==> src/rtl/addsub_acc_pkg.sv <==
// Shared definitions for the sign-magnitude add/sub accumulator.
package addsub_acc_pkg;

    typedef enum logic [1:0] {
        S_IDLE   = 2'd0,
        S_ACCUM  = 2'd1,
        S_OUTPUT = 2'd2
    } state_e;

    localparam logic [7:0] COUNT_MAX = 8'd255;

endpackage

==> src/rtl/addsub_acc_addsub.sv <==
// Combinational sign-magnitude add/sub: converts both operands to two's
// complement, adds or subtracts, and converts the result back.
module addsub_acc_addsub #(
    parameter int WIDTH = 8
) (
    input  logic [WIDTH-1:0] a,
    input  logic [WIDTH-1:0] b,
    input  logic             sub,
    output logic [WIDTH-1:0] sum,
    output logic             cf,
    output logic             sf,
    output logic             zf,
    output logic             ovf
);
    localparam int M = WIDTH - 1;

    logic [WIDTH-1:0] a_tc, b_tc, r_tc;
    logic [WIDTH:0]   wide;
    logic [M-1:0]     r_mag;

    always_comb begin
        // Negating a zero magnitude gives zero, so negative zero folds to +0.
        a_tc = a[M] ? -{1'b0, a[M-1:0]} : {1'b0, a[M-1:0]};
        b_tc = b[M] ? -{1'b0, b[M-1:0]} : {1'b0, b[M-1:0]};
        if (sub)
            wide = {1'b0, a_tc} + {1'b0, ~b_tc} + {{WIDTH{1'b0}}, 1'b1};
        else
            wide = {1'b0, a_tc} + {1'b0, b_tc};
        r_tc = wide[M:0];
        cf   = sub ? ~wide[WIDTH] : wide[WIDTH];
        sf   = r_tc[M];
        zf   = (r_tc == '0);
        ovf  = sub ? ((a_tc[M] != b_tc[M]) && (r_tc[M] != a_tc[M]))
                   : ((a_tc[M] == b_tc[M]) && (r_tc[M] != a_tc[M]));
        r_mag = r_tc[M] ? -r_tc[M-1:0] : r_tc[M-1:0];
        // The most negative value has no magnitude encoding; it collapses to +0.
        sum = (r_mag == '0) ? '0 : {r_tc[M], r_mag};
    end

endmodule

==> src/rtl/addsub_acc.sv <==
// Packet accumulator: sums sign-magnitude operand beats until in_last, then
// holds the result and flags until the consumer takes it.
module addsub_acc
    import addsub_acc_pkg::*;
#(
    parameter int WIDTH = 8
) (
    input  logic             clk,
    input  logic             rst_n,
    input  logic             in_valid,
    output logic             in_ready,
    input  logic [WIDTH-1:0] in_data,
    input  logic             in_sub,
    input  logic             in_last,
    output logic             out_valid,
    input  logic             out_ready,
    output logic [WIDTH-1:0] out_sum,
    output logic             out_cf,
    output logic             out_sf,
    output logic             out_zf,
    output logic             out_ovf,
    output logic [7:0]       out_count
);
    state_e           state;
    logic [WIDTH-1:0] acc, nxt_sum;
    logic             nxt_cf, nxt_sf, nxt_zf, nxt_ovf;
    logic             xfer;

    addsub_acc_addsub #(.WIDTH(WIDTH)) u_addsub (
        .a   (acc),
        .b   (in_data),
        .sub (in_sub),
        .sum (nxt_sum),
        .cf  (nxt_cf),
        .sf  (nxt_sf),
        .zf  (nxt_zf),
        .ovf (nxt_ovf)
    );

    assign in_ready  = (state != S_OUTPUT);
    assign out_valid = (state == S_OUTPUT);
    assign out_sum   = acc;
    assign xfer      = in_valid && in_ready;

    always_ff @(posedge clk or negedge rst_n) begin
        if (!rst_n) begin
            state     <= S_IDLE;
            acc       <= '0;
            out_cf    <= 1'b0;
            out_sf    <= 1'b0;
            out_zf    <= 1'b0;
            out_ovf   <= 1'b0;
            out_count <= '0;
        end else begin
            case (state)
                S_IDLE, S_ACCUM: begin
                    if (xfer) begin
                        acc       <= nxt_sum;
                        out_cf    <= nxt_cf;
                        out_sf    <= nxt_sf;
                        out_zf    <= nxt_zf;
                        out_ovf   <= out_ovf | nxt_ovf;
                        out_count <= (out_count == COUNT_MAX) ? out_count : out_count + 8'd1;
                        state     <= in_last ? S_OUTPUT : S_ACCUM;
                    end
                end
                S_OUTPUT: begin
                    // Handshake retires the packet and readies the next one together.
                    if (out_ready) begin
                        state     <= S_IDLE;
                        acc       <= '0;
                        out_cf    <= 1'b0;
                        out_sf    <= 1'b0;
                        out_zf    <= 1'b0;
                        out_ovf   <= 1'b0;
                        out_count <= '0;
                    end
                end
                default: state <= S_IDLE;
            endcase
        end
    end

endmodule

==> config.mk <==
export PLATFORM = sky130hd
export DESIGN_NAME = addsub_acc
export DESIGN_NICKNAME = d
export VERILOG_FILES = /design/src/rtl/addsub_acc_pkg.sv /design/src/rtl/addsub_acc_addsub.sv /design/src/rtl/addsub_acc.sv
export SDC_FILE = /design/constraint.sdc
export NUM_CORES = 1
export LEC_CHECK = 0
export CORE_MARGIN = 10
export CORE_UTILIZATION = 54
export CTS_BUF_LIST = sky130_fd_sc_hd__clkbuf_4 sky130_fd_sc_hd__clkbuf_8 sky130_fd_sc_hd__clkbuf_16
export CTS_CLUSTER_SIZE = 12
export DETAILED_ROUTE_END_ITERATION = 8
export HOLD_SLACK_MARGIN = 0.1
export PLACE_DENSITY = 0.82
export SLEW_MARGIN = 0
export SYNTH_ARGS = -nofsm -noshare
export SYNTH_HDL_FRONTEND = slang
export SYNTH_SLANG_ARGS = --single-unit
==> constraint.sdc <==
create_clock -name clk -period 3.8 [get_ports clk]
set_clock_uncertainty 0.2 [all_clocks]
set_input_delay 0.57 -clock clk [delete_from_list [all_inputs] [get_ports clk]]
set_output_delay 0.57 -clock clk [all_outputs]
set_load 0.02 [all_outputs]
==> PnR_summary.wiki, run 1 <==
{| class="wikitable"
! Metric !! Value
|-
| Area of the multi-input gates || 0.001493 mm²
|-
| Final hold vios || 0
|-
| Data required, critical path || 3.76 ns
|-
| Filler Cells Inserted || 254
|-
| Worst Setup Slack post-DPL || -0.2467 ns
|-
| Arrival time at the worst endpoint || 3.61 ns
|-
| Detailed router's first-iteration violation count || 151
|-
| Via-to-Cell Ratio || 5.699
|-
| Hold path cells || 1
|-
| Critical R2R Launch || out_sum[0]
|-
| Crit-path cells || clkdlybuf4s50_1 -> o31ai_1 -> buf_4 -> xnor2_1 -> ha_1 -> nor3_2 -> a221oi_2 -> nor4b_4 -> o22ai_2 -> xor2_2 -> or4_1 -> o21ai_1 -> a31oi_1
|-
| Depth of the worst register-to-register path || 14
|-
| Core region area || 0.003716 mm²
|-
| Tightest Pin Transition || 1.018 ns
|-
| Final min period || 3.653 ns
|-
| Number of max-capacitance violations reported || 0
|-
| Root Driver || sky130_fd_sc_hd__clkbuf_8
|-
| Top_reg_cell synth || sky130_fd_sc_hd__dfrtp_1
|-
| Run status || complete, no violations
|-
| Post-synth EDFFs || 0
|-
| Number of clock sinks || 22
|-
| Die X-Extent || 82.60 µm
|-
| End-of-flow core utilization || 78.38%
|-
| Number of top-level pins || 36
|-
| Layout Nets || 358
|-
| Startpoint type of the worst setup path || primary input
|-
| Yosys Warn Count || 0
|-
| Min setup slack post-route || 0.1475 ns
|-
| Number of distinct library cell variants in the gate-level netlist after synthesis || 50
|-
| Crit-path max cell delay || 0.55 ns
|-
| Maximum clock insertion buffer count || 2
|-
| Vias after detailed routing || 2103
|-
| Critical path peak fanout || 8
|-
| Area growth, synth to finish || 37.67%
|-
| DR pass1 iterations || 4
|-
| Number of buffer and inverter stages on the critical path || 2
|-
| Average size of a mapped cell || 8.363 µm²
|-
| Final setup violation count || 0
|-
| Post-CTS Hold Fix Bufs || 0
|-
| Flop2flop setup slack || 0.28 ns
|-
| Worst-skew pair later-pin latency || 0.27 ns
|-
| GR Util All Layers || 17.39%
|-
| CTS tree || built
|-
| Register cell area after layout || 550.5 µm²
|-
| Number of port buffers || 35
|-
| Initial standard-cell utilization of the core || 56.94%
|-
| Slowest stage cell on the critical path || sky130_fd_sc_hd__clkdlybuf4s50_1
|-
| Weighted congestion reported at the end of routability-driven placement || 0.8802
|-
| Placement Rows || 22
|-
| Total number of H-tree levels || 1
|-
| Max Freq || 273.8 MHz
|-
| Net count after synthesis || 289
|-
| Start-to-end type of the worst setup path || primary input to flip-flop
|-
| Layout cells sized above 1 || 20.25%
|-
| R2r endpoint || out_sum[7]
|-
| Portion of the clock cycle consumed by the worst path in the final layout || 96.12%
|-
| Clock slew at reported path FFs || 0.08 ns
|-
| Pin count of the biggest net entering global routing || 23
|-
| Synthesized netlist cell count || 253
|-
| Gr ovfl total || 0
|-
| Delay-heaviest family, CP || simple AND/OR/NAND/NOR gates
|-
| Share of synthesized registers carrying an async set or reset || 100.0%
|-
| DP HPWL || 4512 µm
|-
| Antenna Diode Count || 0
|-
| Residual DRC || 0
|-
| Hold Path Class || flip-flop to flip-flop
|-
| Total wire length || 6048 µm
|-
| Hold WS || 0.2649 ns
|-
| Final-report max-slew violation count || 0
|-
| Overall die area || 0.006822 mm²
|-
| Die span in y || 82.60 µm
|-
| Initial antenna violation count || 0
|-
| Worst setup EP type || flip-flop
|-
| Number of global-route vias before repair || 2136
|-
| Avg WL per Cell || 16.39 µm
|-
| Residual antenna-violating net count after detailed routing || 0
|-
| CP Launch Point || in_data[7]
|-
| Sequential area share after synthesis || 26.02%
|-
| Flop and latch count out of synthesis || 22
|-
| Endpoint of the worst hold path || state[0]
|-
| Cell Area, Synth || 0.002116 mm²
|-
| First-pass GRT wire length || 9563 µm
|-
| Worst slew margin relative to its limit || 31.92%
|-
| Clock buffer count from CTS || 3
|-
| Hold path startpoint || state[1]
|-
| Sum Neg Setup Slack || 0 ns
|}
layout by cell type, fill, tap and decap left out, drive strengths merged, types with 12 or more instances in the layout:
cell type / synthesis / layout
buf: 4 / 39
clkdlybuf4s50: 0 / 33
o21ai: 25 / 25
inv: 23 / 23
dfrtp: 22 / 22
xnor2: 21 / 21
ha: 20 / 20
nor2: 16 / 16
nand2: 15 / 15
nand3: 12 / 12
cell usage after synthesis (all sizes together), types with 2 or more instances:
cell type / n / area share, %
a211o: 2 / 0.83
a21o: 2 / 0.71
a21oi: 11 / 2.8
a31oi: 5 / 1.5
a32o: 2 / 0.95
and2: 2 / 0.59
and3: 2 / 0.59
buf: 4 / 1.5
clkbuf: 6 / 1.1
dfrtp: 22 / 26
fa: 2 / 1.9
ha: 20 / 12
inv: 23 / 4.1
mux2: 3 / 1.6
mux2i: 2 / 0.95
nand2: 15 / 2.7
nand2b: 7 / 2.1
nand3: 12 / 2.8
nand3b: 2 / 0.71
nand4: 2 / 0.59
nor2: 16 / 2.8
nor2b: 4 / 1.2
nor3: 4 / 0.95
nor3b: 2 / 0.71
nor4b: 2 / 1.1
o21a: 2 / 0.71
o21ai: 25 / 6.1
o22ai: 2 / 0.59
o31ai: 5 / 1.8
or3: 3 / 0.89
or4: 2 / 0.71
xnor2: 21 / 8.7
xor2: 9 / 3.7
registers in the layout, summed over array words and instances (netlist names):
signal and flops:
out_count 8, out_sum 8, out_cf 1, state 2, out_zf 1, out_ovf 1, out_sf 1
metrics by stage:
step / cell area, µm² / std cells
finish: 2913 / 369
global route: 2913 / 369
CTS: 2799 / 364
detailed placement: 2728 / 360
global placement: 2728 / 360
floorplan: 2116 / 253
worst register-to-register path, cell delays in order, from the launching register on:
cell and delay [ns]:
sky130_fd_sc_hd__dfrtp_1 0.41, sky130_fd_sc_hd__inv_1 0.11, sky130_fd_sc_hd__ha_1 0.15, sky130_fd_sc_hd__inv_1 0.06, sky130_fd_sc_hd__o31ai_1 0.25, sky130_fd_sc_hd__xnor2_1 0.16
sky130_fd_sc_hd__ha_2 0.42, sky130_fd_sc_hd__inv_2 0.06, sky130_fd_sc_hd__a221oi_2 0.30, sky130_fd_sc_hd__nor4b_4 0.26, sky130_fd_sc_hd__o22ai_2 0.12, sky130_fd_sc_hd__xor2_2 0.20
sky130_fd_sc_hd__or4_1 0.51, sky130_fd_sc_hd__o21ai_1 0.11, sky130_fd_sc_hd__a31oi_1 0.10
routing by layer:
layer  vias up  track usage [%]  routed length [µm]
met1      1005            21.39                2647
met2        62            28.62                3022
met3        15            4.320                 276
li1       1021                -                   -
met5         -                0                   0
met4         0            6.689                 102
worst max path at each step:
| stage | endpoint | depth (start not counted) |
|---|---|---|
| final | out_sum[7] | 13 |
| after CTS | out_sum[7] | 16 |
| after floorplan | out_sum[7] | 13 |
| after global placement | out_sum[7] | 16 |
| after detailed placement | out_sum[7] | 15 |
| after global routing | out_sum[7] | 13 |
repair_timing:
item,CTS,global route
gates resized for setup,0,18
buffers inserted,0,5
setup endpoints to repair,0,9
cells by family (layout without fill, tap and decap cells):
| group | count (synthesis) | in the layout | synth area share [%] |
|---|---|---|---|
| adders and majority gates | 22 | 22 | 13.72 |
| AOI/OAI and AO/OA | 65 | 65 | 19.93 |
| DFF | 22 | 22 | 26.02 |
| buffers and inverters | 33 | 101 | 6.623 |
| xor gates and xnor gates | 30 | 30 | 12.42 |
| muxes | 5 | 5 | 2.543 |
| and+or+nand+nor | 76 | 76 | 18.75 |
layout make-up:
| type | instances | share of cell area, % |
|---|---|---|
| Timing Repair Buffer | 74 | 22.38 |
| Clock buffer | 3 | 1.418 |
| Multi-Input combinational cell | 198 | 51.25 |
| Sequential cell | 22 | 18.90 |
| Clock inverter | 1 | 1.031 |
| Inverter | 23 | 2.964 |
| Tap cell | 48 | 2.062 |
Power of run 1 is not shown: default switching activity piles up to over one toggle a cycle in this logic, so the estimate is an artifact.
==> run 2, diff against run 1 <==
--- a/config.mk
+++ b/config.mk
@@ -5,6 +5,7 @@
 export SDC_FILE = /design/constraint.sdc
 export NUM_CORES = 1
 export LEC_CHECK = 0
+export CAP_MARGIN = 20
 export CORE_MARGIN = 10
 export CORE_UTILIZATION = 54
 export CTS_BUF_LIST = sky130_fd_sc_hd__clkbuf_4 sky130_fd_sc_hd__clkbuf_8 sky130_fd_sc_hd__clkbuf_16
==> results of run 2 <==
Final layout, timing and power as in run 1 (identical DEF).
Power of run 2 is left out for the same reason.
==> run 3, diff against run 2 <==
--- a/config.mk
+++ b/config.mk
@@ -6,8 +6,10 @@
 export NUM_CORES = 1
 export LEC_CHECK = 0
 export CAP_MARGIN = 20
+export CELL_PAD_IN_SITES_DETAIL_PLACEMENT = 1
+export CELL_PAD_IN_SITES_GLOBAL_PLACEMENT = 1
 export CORE_MARGIN = 10
-export CORE_UTILIZATION = 54
+export CORE_UTILIZATION = 40
 export CTS_BUF_LIST = sky130_fd_sc_hd__clkbuf_4 sky130_fd_sc_hd__clkbuf_8 sky130_fd_sc_hd__clkbuf_16
 export CTS_CLUSTER_SIZE = 12
 export DETAILED_ROUTE_END_ITERATION = 8
==> run 3 against run 2 <==
  * The flow now finishes with violations (negative setup slack)
  * Global-route usage is 0.24 points lower
  * Fmax is 5.5% lower
  * Design area is 7.5% higher
==> PnR_summary.wiki, run 3 (same netlist as run 1, synthesis figures left out) <==
{| class="wikitable"
! Metric !! Value
|-
| Commonest cells after routing, fill and taps aside || sky130_fd_sc_hd__buf_4, sky130_fd_sc_hd__clkdlybuf4s50_1, sky130_fd_sc_hd__dfrtp_1
|-
| Data required, critical path || 3.76 ns (about the same)
|-
| Startpoint type of the worst setup path || flip-flop
|-
| Placement Rows || 26 (+18%)
|-
| Clock buffer count from CTS || 3 (unchanged)
|-
| Layout cells sized above 1 || 27.38% (+7.1 points)
|-
| First-pass GRT wire length || 12340 µm (+29%)
|-
| Portion of the clock cycle consumed by the worst path in the final layout || 101.7% (+5.6 points)
|-
| Layout Nets || 362 (+1.1%)
|-
| Run status || finished, violations left
|-
| Top layer in use || met4
|-
| Vias after detailed routing || 2297 (+9.2%)
|-
| Total wire length || 8826 µm (+46%)
|-
| Final setup violation count || 1 (+1)
|-
| Wire length on met3 || 586 µm (+110%)
|-
| Number of port buffers || 35 (unchanged)
|-
| Worst setup EP type || flip-flop
|-
| Weighted congestion reported at the end of routability-driven placement || 0.8744 (-0.66%)
|-
| Final-report max-slew violation count || 0 (unchanged)
|-
| Area growth, synth to finish || 47.96%
|-
| DP HPWL || 5397 µm (+20%)
|-
| GR Util All Layers || 17.15% (-0.24 points)
|-
| CTS tree || built
|-
| Worst slew margin relative to its limit || 48.85% (+17 points)
|-
| Post-CTS Hold Fix Bufs || 0 (unchanged)
|-
| Min setup slack post-route || -0.06458 ns (-0.2121 ns)
|-
| Number of global-route vias before repair || 2443 (+14%)
|-
| Root Driver || sky130_fd_sc_hd__clkbuf_8
|-
| Start-to-end type of the worst setup path || flip-flop to flip-flop
|-
| Detailed router's first-iteration violation count || 141 (-6.6%)
|-
| Arrival time at the worst endpoint || 3.83 ns (+0.22 ns)
|-
| Number of clock sinks || 22 (unchanged)
|-
| Violated checks || negative setup slack
|-
| End-of-flow core utilization || 61.29% (-17 points)
|-
| Final hold vios || 0 (unchanged)
|-
| Initial standard-cell utilization of the core || 41.43% (-16 points)
|-
| Wire length on met1 || 3395 µm (+28%)
|-
| Avg WL per Cell || 22.29 µm (+36%)
|-
| Final min period || 3.865 ns (+0.2121 ns)
|-
| Detailed-routed wire length on met2 || 4562 µm (+51%)
|-
| Number of top-level pins || 36 (unchanged)
|-
| Clock slew at reported path FFs || 0.08 ns (about the same)
|-
| Hold Path Class || flip-flop to flip-flop
|-
| Core region area || 0.005107 mm² (+37%)
|-
| Residual DRC || 0 (unchanged)
|-
| Via-to-Cell Ratio || 5.801 (+1.8%)
|-
| Pin count of the biggest net entering global routing || 23 (unchanged)
|-
| Gr ovfl total || 0 (unchanged)
|-
| Overall die area || 0.008599 mm² (+26%)
|-
| Critical path peak fanout || 4 (-4)
|-
| Max Freq || 258.8 MHz (-5.5%)
|-
| Initial antenna violation count || 1 (+1)
|-
| Slowest stage cell on the critical path || sky130_fd_sc_hd__fa_1
|-
| Residual antenna-violating net count after detailed routing || 0 (unchanged)
|-
| Crit-path cells || inv_1 -> ha_1 -> nand2_1 -> o21ai_0 -> fa_1 -> nor3b_1 -> o31ai_1 -> a21oi_1 -> nor2_1 -> mux2_2 -> o211a_1 -> a32o_1 -> a31oi_1
|-
| Worst-skew pair later-pin latency || 0.27 ns (about the same)
|-
| Crit-path max cell delay || 0.57 ns (+0.02 ns)
|-
| Die span in y || 92.73 µm (+12%)
|-
| Die X-Extent || 92.73 µm (+12%)
|-
| Tightest Pin Transition || 0.7593 ns (-0.2587 ns)
|-
| Maximum clock insertion buffer count || 2 (unchanged)
|-
| Total number of H-tree levels || 1 (unchanged)
|-
| DR pass1 iterations || 4 (unchanged)
|-
| Worst Setup Slack post-DPL || -0.3430 ns (-0.09630 ns)
|-
| Most common cell after layout, fill and taps aside || sky130_fd_sc_hd__buf_4
|-
| Number of max-capacitance violations reported || 0 (unchanged)
|}
## run 3: cell types whose count changed in the layout (fill, tap and decap cells not counted), sizes merged
cell,delta
dlymetal6s2s,+1
clkdlybuf4s50,-1
buf,+4
diode,+1
bufinv,-1
clkbuf,+1
## run 3: worst paths after layout
path	slack, ns	start	cells past startpoint	endpoint
max	-0.06	out_sum[0]	13	out_sum[7]
min	0.28	state[1]	1	state[0]
max reg2reg	-0.06	out_sum[0]	13	out_sum[7]
min reg2reg	0.28	state[1]	1	state[0]
max in group asynchronous	2.75	rst_n	2	out_sum[4]
min in group asynchronous	0.30	rst_n	1	state[0]
## run 3: layout make-up
cell class / count / area (µm²)
Tap cell: 70 / 87.58
Sequential cell: 22 / 550.5
Multi-Input combinational cell: 198 / 1644
Antenna cell: 1 / 2.502
Timing Repair Buffer: 78 / 704.4
Fill cell: 595 / 1977
Inverter: 23 / 86.33
Clock buffer: 4 / 55.05
## run 3: metal layers
metal / global-route usage, % / up-vias
met5: 0 / -
met4: 4.242 / 0
met3: 3.793 / 28
met2: 31.12 / 107
met1: 19.84 / 1133
li1: - / 1029
## run 3: what timing repair did
action | 4_1_cts | 5_1_grt
cloned | 0 | 0
buffers inserted | 3 | 3
gates resized for setup | 10 | 35
pin swaps | 6 | 14
setup endpoints to repair | 3 | 10
## run 3: worst max-delay path: cells and delay by family (launching register included)
family / cells / cell delay, ns
AOI/OAI and AO/OA: 6 / 1.29
adders and majority gates: 2 / 0.88
and+or+nand+nor: 3 / 0.47
DFF: 1 / 0.43
muxes: 1 / 0.39
buffers and inverters: 1 / 0.10
## run 3: through the flow
stage / TNS (ns) / cell area [µm²] / instances / hold WS (ns)
final: -0.06458 / 3131 / 396 / 0.2795
after global routing: -0.2662 / 3131 / 396 / 0.3046
after CTS: 0 / 2885 / 391 / 0.2829
after detailed placement: -2.312 / 2770 / 384 / 0.2733
after global placement: -1.049 / 2770 / 384 / 0.2453
after floorplan: 0 / 2116 / 253 / 0.07441
Power of run 3 is left out for the same reason.
